[config.mk]
export PLATFORM = sky130hd
export DESIGN_NAME = stream_demux_1ton_flat
export DESIGN_NICKNAME = d
export VERILOG_FILES = /design/src/rtl/stream_demux_1ton_if.sv /design/src/rtl/stream_demux_1ton.sv /design/src/flat_wrapper.sv
export SDC_FILE = /design/constraint.sdc
export NUM_CORES = 1
export LEC_CHECK = 0
export CAP_MARGIN = 10
export CORE_MARGIN = 2
export CORE_UTILIZATION = 49
export CTS_CLUSTER_SIZE = 24
export DETAILED_ROUTE_END_ITERATION = 10
export PLACE_DENSITY = 0.84
export SLEW_MARGIN = 0
export SYNTH_ARGS = -nofsm -noshare
export SYNTH_HDL_FRONTEND = slang
export SYNTH_SLANG_ARGS = --single-unit
[constraint.sdc]
create_clock -name clk -period 2.67 [get_ports clk]
set_clock_uncertainty 0.15 [all_clocks]
set_input_delay 0.6675 -clock clk [delete_from_list [all_inputs] [get_ports clk]]
set_output_delay 0.6675 -clock clk [all_outputs]
set_load 0.02 [all_outputs]
[src/rtl/stream_demux_1ton_if.sv]
// Stream demux bundle: one producer-side valid/ready port fanning out to NUM_OUT lanes,
// plus the drop status. The slave modport is the demux; the master modport is its surroundings.
interface stream_demux_1ton_if #(
   parameter int unsigned WIDTH   = 8,
   parameter int unsigned NUM_OUT = 4,
   parameter int unsigned SEL_W   = (NUM_OUT > 1) ? $clog2(NUM_OUT) : 1
);
   logic [WIDTH-1:0]         in_data;
   logic [SEL_W-1:0]         in_sel;
   logic                     in_valid;
   logic                     in_ready;
   logic [NUM_OUT*WIDTH-1:0] out_data;
   logic [NUM_OUT-1:0]       out_valid;
   logic [NUM_OUT-1:0]       out_ready;
   logic                     err_sel;
   logic [7:0]               drop_cnt;

   modport master (
      output in_data, in_sel, in_valid, out_ready,
      input  in_ready, out_data, out_valid, err_sel, drop_cnt
   );

   modport slave (
      input  in_data, in_sel, in_valid, out_ready,
      output in_ready, out_data, out_valid, err_sel, drop_cnt
   );
endinterface

[src/rtl/stream_demux_1ton.sv]
// Registered 1-to-N stream demultiplexer with a single-entry holding stage.
// Words with an out-of-range select are consumed, flagged and counted.
module stream_demux_1ton #(
   parameter int unsigned WIDTH   = 8,
   parameter int unsigned NUM_OUT = 4,
   parameter int unsigned SEL_W   = (NUM_OUT > 1) ? $clog2(NUM_OUT) : 1
) (
   input  logic                clk,
   input  logic                rst_n,
   stream_demux_1ton_if.slave  bus
);

   localparam int unsigned DW = NUM_OUT * WIDTH;

   typedef enum logic {EMPTY = 1'b0, FULL = 1'b1} state_t;

   state_t             state_q,     state_n;
   logic [SEL_W-1:0]   hold_sel_q,  hold_sel_n;
   logic [NUM_OUT-1:0] out_valid_q, out_valid_n;
   logic [DW-1:0]      out_data_q,  out_data_n;
   logic               err_sel_q,   err_sel_n;
   logic [7:0]         drop_cnt_q,  drop_cnt_n;

   logic [NUM_OUT-1:0] in_onehot;
   logic [NUM_OUT-1:0] hold_onehot;
   logic [DW-1:0]      load_data;
   logic               sel_legal;
   logic               in_ready_c;
   logic               in_fire;
   logic               out_fire;
   logic               load;
   logic               drop;

   // Select decode; an in_sel matching no lane is the illegal case.
   always_comb begin
      in_onehot   = '0;
      hold_onehot = '0;
      load_data   = '0;
      for (int unsigned k = 0; k < NUM_OUT; k++) begin
         if (bus.in_sel == SEL_W'(k)) begin
            in_onehot[k]                = 1'b1;
            load_data[k*WIDTH +: WIDTH] = bus.in_data;
         end
         if (hold_sel_q == SEL_W'(k)) hold_onehot[k] = 1'b1;
      end
   end

   // Ready depends only on the held lane's consumer, never on in_valid.
   always_comb begin
      sel_legal  = |in_onehot;
      out_fire   = (state_q == FULL) && (|(bus.out_ready & hold_onehot));
      in_ready_c = (state_q == EMPTY) || out_fire;
      in_fire    = bus.in_valid && in_ready_c;
      load       = in_fire && sel_legal;
      drop       = in_fire && !sel_legal;
   end

   always_comb begin
      state_n     = state_q;
      hold_sel_n  = hold_sel_q;
      out_valid_n = out_valid_q;
      out_data_n  = out_data_q;
      err_sel_n   = drop;
      drop_cnt_n  = drop_cnt_q;

      if (drop && (drop_cnt_q != 8'hFF)) drop_cnt_n = drop_cnt_q + 8'd1;

      case (state_q)
         EMPTY:   if (load) state_n = FULL;
         FULL:    if (!load && out_fire) state_n = EMPTY;
         default: state_n = EMPTY;
      endcase

      // A reload in the same cycle as out_fire replaces the word with no bubble.
      if (load) begin
         hold_sel_n  = bus.in_sel;
         out_valid_n = in_onehot;
         out_data_n  = load_data;
      end else if (out_fire) begin
         out_valid_n = '0;
         out_data_n  = '0;
      end
   end

   always_ff @(posedge clk or negedge rst_n) begin
      if (!rst_n) begin
         state_q     <= EMPTY;
         hold_sel_q  <= '0;
         out_valid_q <= '0;
         out_data_q  <= '0;
         err_sel_q   <= 1'b0;
         drop_cnt_q  <= '0;
      end else begin
         state_q     <= state_n;
         hold_sel_q  <= hold_sel_n;
         out_valid_q <= out_valid_n;
         out_data_q  <= out_data_n;
         err_sel_q   <= err_sel_n;
         drop_cnt_q  <= drop_cnt_n;
      end
   end

   assign bus.in_ready  = in_ready_c;
   assign bus.out_valid = out_valid_q;
   assign bus.out_data  = out_data_q;
   assign bus.err_sel   = err_sel_q;
   assign bus.drop_cnt  = drop_cnt_q;

endmodule

[src/flat_wrapper.sv]
// flat-port wrapper written by rule: the top's interface ports become plain ports
module stream_demux_1ton_flat 
#(
   parameter int unsigned WIDTH   = 8,
   parameter int unsigned NUM_OUT = 4,
   parameter int unsigned SEL_W   = (NUM_OUT > 1) ? $clog2(NUM_OUT) : 1
)
  (clk, rst_n, bus_in_data, bus_in_sel, bus_in_valid, bus_out_ready, bus_in_ready, bus_out_data, bus_out_valid, bus_err_sel, bus_drop_cnt);
  stream_demux_1ton_if #(.WIDTH(WIDTH), .NUM_OUT(NUM_OUT), .SEL_W(SEL_W)) bus_i ();
  input  logic clk;
  input  logic rst_n;
  input wire logic [$bits(bus_i.in_data)-1:0] bus_in_data;
  input wire logic [$bits(bus_i.in_sel)-1:0] bus_in_sel;
  input wire logic [$bits(bus_i.in_valid)-1:0] bus_in_valid;
  input wire logic [$bits(bus_i.out_ready)-1:0] bus_out_ready;
  output wire logic [$bits(bus_i.in_ready)-1:0] bus_in_ready;
  output wire logic [$bits(bus_i.out_data)-1:0] bus_out_data;
  output wire logic [$bits(bus_i.out_valid)-1:0] bus_out_valid;
  output wire logic [$bits(bus_i.err_sel)-1:0] bus_err_sel;
  output wire logic [$bits(bus_i.drop_cnt)-1:0] bus_drop_cnt;
  assign bus_i.in_data = bus_in_data;
  assign bus_i.in_sel = bus_in_sel;
  assign bus_i.in_valid = bus_in_valid;
  assign bus_i.out_ready = bus_out_ready;
  assign bus_in_ready = bus_i.in_ready;
  assign bus_out_data = bus_i.out_data;
  assign bus_out_valid = bus_i.out_valid;
  assign bus_err_sel = bus_i.err_sel;
  assign bus_drop_cnt = bus_i.drop_cnt;
  stream_demux_1ton #(.WIDTH(WIDTH), .NUM_OUT(NUM_OUT), .SEL_W(SEL_W)) u_core (.clk(clk), .rst_n(rst_n), .bus(bus_i));
endmodule
After elaboration in Yosys (flattened, before gate mapping)
Index checks and enable logic that the tools add are counted.

storage, ports and cells
  register bits after elaboration = 48
  input port bits = 17

operators by class
  $add $sub $neg = 1
  equality and inequality tests = 7
  mux-type cells = 19
  bitwise logic cells = 2
  reductions and logical operators = 14

operator list
  kind                   count
  $mux W32               2
  $mux W8                4
  $mux W1                10
  $add A8 B1 Y8 const B  1
  $eq A2 B2 Y1 const B   4
  $mux W4                2
  $ne A8 B8 Y1 const B   1
  $reduce_or A4 Y1       2
  $logic_and A1 B1 Y1    6
  $and A4 B4 Y4          1
  $eq A2 B1 Y1 const B   2
  $logic_not A2 Y1       2
  $logic_not A1 Y1       2
  $pmux W1 S2            1
  $reduce_bool A2 Y1     1
  $logic_or A1 B1 Y1     1
  $not A1 Y1             1

Depth between registers and ports, before layout
Gate-level depths: netlist of the first run.

  depth after elaboration = 12
  depth in mapped cells = 5
  depth with buffers taken out = 4

Worst setup path after synthesis of the first run
Ideal clock, no wire load.

  kind = in2out
  start point = in bus_out_ready[1]
  end point = out bus_in_ready
  arrival = 1.414 ns
  data required time = 1.852 ns
  slack = 0.439 ns
  cell stages on the path = 4
  path through = mux2_2 o22ai_4 inv_4 buf_6

on the way
  cells in the longest elaborated chain, start to end = 4

RTL lines
  item                 line                     text
  start: declaration   flat_wrapper.sv:15       input wire logic [$bits(bus_i.out_ready)-1:0] bus_out_ready;
  $and A4 B4 Y4        stream_demux_1ton.sv:51  out_fire = (state_q == FULL) && (|(bus.out_ready & hold_onehot));
  $reduce_or A4 Y1     stream_demux_1ton.sv:51
  $logic_and A1 B1 Y1  stream_demux_1ton.sv:51
  $logic_or A1 B1 Y1   stream_demux_1ton.sv:52  in_ready_c = (state_q == EMPTY) || out_fire;
  end: declaration     flat_wrapper.sv:16       output wire logic [$bits(bus_i.in_ready)-1:0] bus_in_ready;

Every way passes these cells.

Final worst setup path of the first run
  start point = in bus_out_ready[0]
  end point = out bus_in_ready

Same word-level chain as after synthesis.

==> results of run 1 <==
==> timing repair <==
item / CTS / global route
buffers inserted: 1 / 0
setup endpoints to repair: 1 / 0
gates resized for setup: 5 / 0
==> routing by layer <==
metal | routed length, um | track usage, %
met2 | 2320 | 35.6
met4 | 76 | 9.18
met1 | 1920 | 28.8
met3 | 322 | 4.17
met5 | 0 | 0
==> state kept, by name, summed over array words and instances, names as in the netlist <==
register / count
u_core.bus.drop_cnt: 8
u_core.bus.out_valid: 4
u_core.hold_sel_q: 2
u_core.bus.out_data: 32
u_core.state_q: 1
u_core.bus.err_sel: 1
==> cells in the mapped netlist, drive strengths merged, types with 2 or more instances <==
| cell type | number |
|---|---|
| inv | 2 |
| dfrtp | 48 |
| nand2b | 3 |
| and2 | 2 |
| clkbuf | 13 |
| mux2 | 3 |
| nor2b | 10 |
| o2bb2ai | 16 |
| nand3 | 16 |
| a32o | 20 |
| buf | 9 |
| mux2i | 2 |
==> cell type report <==
| class | count | area [um2] | area share, % |
|---|---|---|---|
| repair buffers | 73 | 693 | 25.7 |
| clock inverters | 2 | 10.0 | 0.372 |
| inverters | 2 | 10.0 | 0.372 |
| multi-input cells | 80 | 634 | 23.5 |
| flip-flops and latches | 48 | 1200 | 44.6 |
| clock buffers | 6 | 82.6 | 3.07 |
| well taps | 50 | 62.6 | 2.32 |
==> power by group through the flow <==
stage	Sequential, uW	Clock (uW)	Combinational, uW
after floorplan	972	0	361
after global placement	885	0	669
after detailed placement	895	0	688
after CTS	881	443	696
after global routing	892	480	740
final	880	438	697
==> how the worst max path moves through the flow <==
stage / start / endpoint / depth (start not counted)
6_report: bus_out_ready[0] / bus_in_ready / 5
5_1_grt: bus_out_ready[0] / bus_in_ready / 5
4_1_cts: bus_out_ready[0] / bus_in_ready / 5
3_5_place_dp: bus_out_ready[1] / bus_in_ready / 5
3_3_place_gp: bus_out_ready[1] / bus_in_ready / 5
2_1_floorplan: bus_out_ready[1] / bus_in_ready / 4
==> stage by stage <==
step / setup TNS [ns] / util (%)
6_report: 0 / 68.3
5_1_grt: 0 / 68.3
4_1_cts: 0 / 68.3
3_5_place_dp: -0.341 / 65.8
3_3_place_gp: -0.293 / 65.8
2_1_floorplan: 0 / -
==> worst max-delay path: cells and delay by family <==
family                 cells  cell delay, ns
AOI/OAI and AO/OA          1            0.21
buffers and inverters      3            0.63
muxes                      1            0.31
==> cells by family (layout without fill, tap and decap cells) <==
group,Yosys count,after routing
AO/OA/AOI/OAI,41,41
buffers and inverters,24,83
flip-flops,48,48
multiplexers,5,5
other,1,1
AND/OR/NAND/NOR,33,33
==> results by group, run 1 <==
Outcome
  – Status: finished clean

Logic synthesis
  – Netlist cell types: 23
  – Synth Area per Inst: 12.9 um2
  – Area leader, netlist: dfrtp_1
  – Largest family of logic cells by synthesized area: compound AO/OA/AOI/OAI gates
  – Syn Std Cell Area: 0.00197 mm2
  – Synth Area in Adders: 0%
  – XOR/XNOR Fraction of Synth Area: 0%
  – Yosys warning count: 0
  – Post-Synth Simple-Gate Area: 9.23%
  – Compound-Gate Fraction of Synth Area: 19.9%
  – Synth Flop Type: dfrtp_1
  – #FFs+latches synth: 48
  – Register area share after synthesis: 61.1%
  – Number of flops mapped to enable cells by yosys: 0
  – Post-Syn Nets: 169
  – Synth async-reset ratio: 100%
  – Area share of the largest cell type after synthesis: 61.1%
  – Mux contribution to synthesized area: 2.74%
  – Ranking of synthesized cells by area: dfrtp_1 (61%), a32o_1 (10%), o2bb2ai_1 (7.1%)
  – Cells after Synth: 152

Critical path
  – CP startpoint kind: input port
  – R2r startpoint: u_core.hold_sel_q[0]
  – CP Data Arrival Time: roughly 1.8 ns
  – Critical Path Fanout Max: 2
  – Cell Chain, Critical Path: clkdlybuf4s50_1 > mux2_4 > o22ai_4 > inv_4 > buf_2
  – CP Capture Type: primary output
  – Reg2reg setup slack: 0.87 ns
  – Largest stage delay on the critical path: 0.43 ns
  – Reg2reg end: u_core.bus.out_valid[1]
  – WP data required: between 1.5 and 2 ns
  – Critical path class: in2out
  – Worst path slowest cell: clkdlybuf4s50_1
  – Reg2Reg Depth: 5

Clock tree
  – Clock root cell: clkbuf_8
  – CTS tree: done
  – Worst-path clk slew: 0.08 ns
  – Clk_lat worst skew: 0.30 ns
  – H-tree levels: 2
  – CTS sink count: 48
  – Clk buf depth: 2
  – CTS Buf Count: 5
  – Hold Buf Count CTS: 0

Routing
  – Drt first-iter violations: around 150
  – Drt wl/cell: about 18 um
  – DR pass1 iterations: 4
  – Vias per cell: between 5 and 6
  – DRC errors left: 0
  – Routed wire length: 4630 um
  – Vias: 1510
  – Antenna viol nets, final: 0

Die
  – CORE AREA: a little under 0.004 mm2
  – Die X: 67.3 um
  – Row count: 23
  – Die area: 0.00453 mm2
  – Die Y: 67.3 um
  – Initial Util: between 40% and 50%
  – Ports: 63

Power
  – Pleak: between 0.001 and 0.0015 uW
  – Clock power frac: 21.7%
  – Tot Pwr: 2020 uW
  – Sequential share of power: 43.7%
  – Comb power frac: 34.6%
  – Net load switching power: 687 uW
  – Peak supply drop: 0.000317 V
  – Internal Power: 1330 uW
  – Switching Fraction: 34.1%
  – PD cells: 748 mW/mm2

STA
  – Slew margin rel.: 57.3%
  – Setup-failing EPs final: 0
  – Crit share post-route: 98.9%
  – Max Clk Rate: 379 MHz
  – Least-Margin Pin Slew: 0.639 ns
  – Pins Over Slew Limit: 0
  – Tmin final: 2.64 ns
  – Worst hold slack: 0.166 ns
  – Hold Fails Final Rpt: 0
  – Final worst slack: 0.0282 ns
  – RSZ-0062 raised after global routing: no

Placed design
  – Hpwl dp: 3330 um
  – GP Congestion: approximately 0.80
  – Placed instance count: 252
  – Area after DPL: 0.00259 mm2
  – # port buffers: 62
  – Pre-CTS setup slack: -0.341 ns

Layout
  – Fraction of layout cells with a size suffix above 1: 12.3%
  – Antenna Cells: 0
  – Most frequent cells in the layout: clkdlybuf4s50_1 (60), dfrtp_1 (48), a32o_1 (20)
  – Design Area, Final: 0.00269 mm2
  – # fillers: 267
  – Synth-to-Final Area Change: 37.0%
  – Most common cell after layout, fill and taps aside: clkdlybuf4s50_1
  – Fin cells: 261
  – Final Net Count: 227

Hold path
  – HP Class: in2async

Global routing
  – Gr usage total: 21.9%
  – Initial antenna violation count: 0
  – First-pass GRT wire length: 7180 um
  – Largest net degree at the start of global routing: 37
  – Overflow after GRT: 0
  – Vias in the first global route: 1486

Flow run
  – Max cap viols: 0
Power figures use the tool's default switching activity.
==> run 2, diff against run 1 <==
--- a/config.mk
+++ b/config.mk
@@ -7,10 +7,10 @@
 export LEC_CHECK = 0
 export CAP_MARGIN = 10
 export CORE_MARGIN = 2
-export CORE_UTILIZATION = 49
+export CORE_UTILIZATION = 45
 export CTS_CLUSTER_SIZE = 24
 export DETAILED_ROUTE_END_ITERATION = 10
-export PLACE_DENSITY = 0.84
+export PLACE_DENSITY_LB_ADDON = 0.1
 export SLEW_MARGIN = 0
 export SYNTH_ARGS = -nofsm -noshare
 export SYNTH_HDL_FRONTEND = slang
==> constraint.sdc (replaced) <==
create_clock -name clk -period 2.7 [get_ports clk]
set_clock_uncertainty 0.15 [all_clocks]
set_input_delay 0.675 -clock clk [delete_from_list [all_inputs] [get_ports clk]]
set_output_delay 0.675 -clock clk [all_outputs]
set_load 0.02 [all_outputs]
==> results by group, run 2 (synthesis gave the netlist of run 1 again) <==
Critical path
  – Critical Path Fanout Max: 3 (+1)
  – CP Capture Type: primary output
  – Critical path class: in2out
  – CP startpoint kind: input port
  – CP Data Arrival Time: 1.79 ns (-0.03 ns)
  – WP data required: 1.88 ns (+0.03 ns)

Layout
  – Design Area, Final: 0.00268 mm2 (-0.46%)
  – Fraction of layout cells with a size suffix above 1: 11.1% (-1.3 points)
  – Fin cells: 260 (-0.38%)
  – Antenna Cells: 0 (unchanged)
  – Largest register FFs: 32 (unchanged)
  – Most common cell after layout, fill and taps aside: clkdlybuf4s50_1
  – Synth-to-Final Area Change: 36.4%
  – Most frequent cells in the layout: clkdlybuf4s50_1 (60), dfrtp_1 (48), a32o_1 (20)
  – Final Net Count: 224 (-1.3%)
  – # fillers: 346 (+30%)

Placed design
  – Pre-CTS setup slack: -0.309 ns (+0.0327 ns)
  – # port buffers: 62 (unchanged)
  – GP Congestion: 0.765 (-4.3%)
  – Placed instance count: 252 (unchanged)
  – Area after DPL: 0.00259 mm2 (unchanged)
  – Hpwl dp: 3180 um (-4.6%)

STA
  – Hold Fails Final Rpt: 0 (unchanged)
  – RSZ-0062 raised after global routing: no
  – Worst hold slack: 0.228 ns (+0.0621 ns)
  – Crit share post-route: 96.8%
  – Slew margin rel.: 59.2% (+1.9 points)
  – Final worst slack: 0.0874 ns (+0.0593 ns)
  – Pins Over Slew Limit: 0 (unchanged)
  – Setup-failing EPs final: 0 (unchanged)
  – Least-Margin Pin Slew: 0.612 ns (-0.0270 ns)
  – Max Clk Rate: 383 MHz
  – Tmin final: 2.61 ns

Outcome
  – Status: finished clean

Clock tree
  – Clock root cell: clkbuf_8
  – CTS sink count: 48 (unchanged)
  – CTS tree: done
  – Clk buf depth: 2 (unchanged)
  – CTS Buf Count: 5 (unchanged)
  – Worst-path clk slew: 0.08 ns (about the same)
  – H-tree levels: 2 (unchanged)
  – Setup bufs post-CTS: 0 (-1)
  – Clk_lat worst skew: 0.29 ns (about the same)

Die
  – Ports: 63 (unchanged)
  – CORE AREA: 0.00429 mm2 (+8.9%)
  – Die area: 0.00491 mm2 (+8.4%)
  – Die Y: 70.1 um (+4.1%)
  – Initial Util: 45.8% (-4.1 points)
  – Row count: 24 (+4.3%)
  – Die X: 70.1 um (+4.1%)

Global routing
  – Overflow after GRT: 0 (unchanged)
  – Initial antenna violation count: 0 (unchanged)
  – Vias in the first global route: 1465 (-1.4%)
  – First-pass GRT wire length: 7530 um (+4.8%)
  – Largest net degree at the start of global routing: 37 (unchanged)
  – Gr usage total: 19.8% (-2.0 points)

Power
  – Pleak: 0.00113 uW (-1.2%)
  – PD cells: 730 mW/mm2 (-2.4%)
  – Peak supply drop: 0.000317 V (about the same)

Routing
  – Vias per cell: 5.74 (-0.81%)
  – Vias: 1492 (-1.2%)
  – Routed wire length: 4550 um (-1.7%)
  – Drt first-iter violations: 81 (-47%)
  – DR pass1 iterations: 4 (unchanged)
  – Drt wl/cell: 17.5 um (-1.4%)
  – Antenna viol nets, final: 0 (unchanged)
  – DRC errors left: 0 (unchanged)

Flow run
  – Max cap viols: 0 (unchanged)

Hold path
  – HP Class: reg2reg
## run 2: changes by cell type in the layout (fill, tap and decap cells not counted), sizes merged
cell / previous run / this run
clkinv: 2 / 3
clkbuf: 6 / 5
buf: 13 / 10
## run 2: where the power goes
part	leakage, uW	internal (uW)	switching (uW)
Combinational	0.000431	294	380
Sequential	0.000649	804	66.3
Clock	0.0000479	181	231
Total	0.00113	1280	678
## run 2: final cells by class
cell class	instances	area [um2]	area share (%)
tap	52	65.1	2.43
sequential	48	1200	44.8
clock buffer	5	68.8	2.57
clock inverter	3	18.8	0.700
timing repair buffer	70	683	25.5
multi-input combinational	80	634	23.7
inverter	2	10.0	0.373
## run 2: final timing paths
kind                                        startpoint                      end  slack [ns]  cells after the start
worst min register to register  u_core.bus.drop_cnt[0]   u_core.bus.drop_cnt[0]        0.23                      0
worst min-delay path            u_core.bus.drop_cnt[0]   u_core.bus.drop_cnt[0]        0.23                      0
worst max register to register    u_core.hold_sel_q[0]  u_core.bus.out_valid[3]        0.92                      5
max in group asynchronous                        rst_n  u_core.bus.out_valid[3]        1.62                      2
worst max-delay path                  bus_out_ready[1]             bus_in_ready        0.09                      5
min in group asynchronous                        rst_n     u_core.hold_sel_q[1]        0.24                      1
## run 2: repair_timing
action                     in CTS  in global routing
setup endpoints to repair       1                  0
hold buffers                    0                  0
resized for setup               5                  0
## run 2: through the flow
| stage | TNS (ns) | utilization, % | power [uW] |
|---|---|---|---|
| 6_report | 0 | 62.4 | 1960 |
| 5_1_grt | 0 | 62.4 | 2050 |
| 3_3_place_gp | -0.277 | 60.4 | 1540 |
| 3_5_place_dp | -0.309 | 60.4 | 1560 |
| 2_1_floorplan | 0 | - | 1320 |
| 4_1_cts | 0 | 62.4 | 1980 |
## run 2: worst max-delay path, cell delays in order
cell and delay, ns:
clkdlybuf4s50_1 0.43, mux2_4 0.30, o22ai_4 0.19, inv_4 0.04, buf_2 0.15
## run 2: per-layer routing
metal / GRT usage [%] / vias to the layer above / part of all wire [%]
met5: 0 / - / 0
met4: 7.69 / 0 / 1.9
met3: 6.06 / 9 / 7.7
met2: 28.6 / 64 / 45
met1: 28.3 / 747 / 45
li1: - / 672 / -
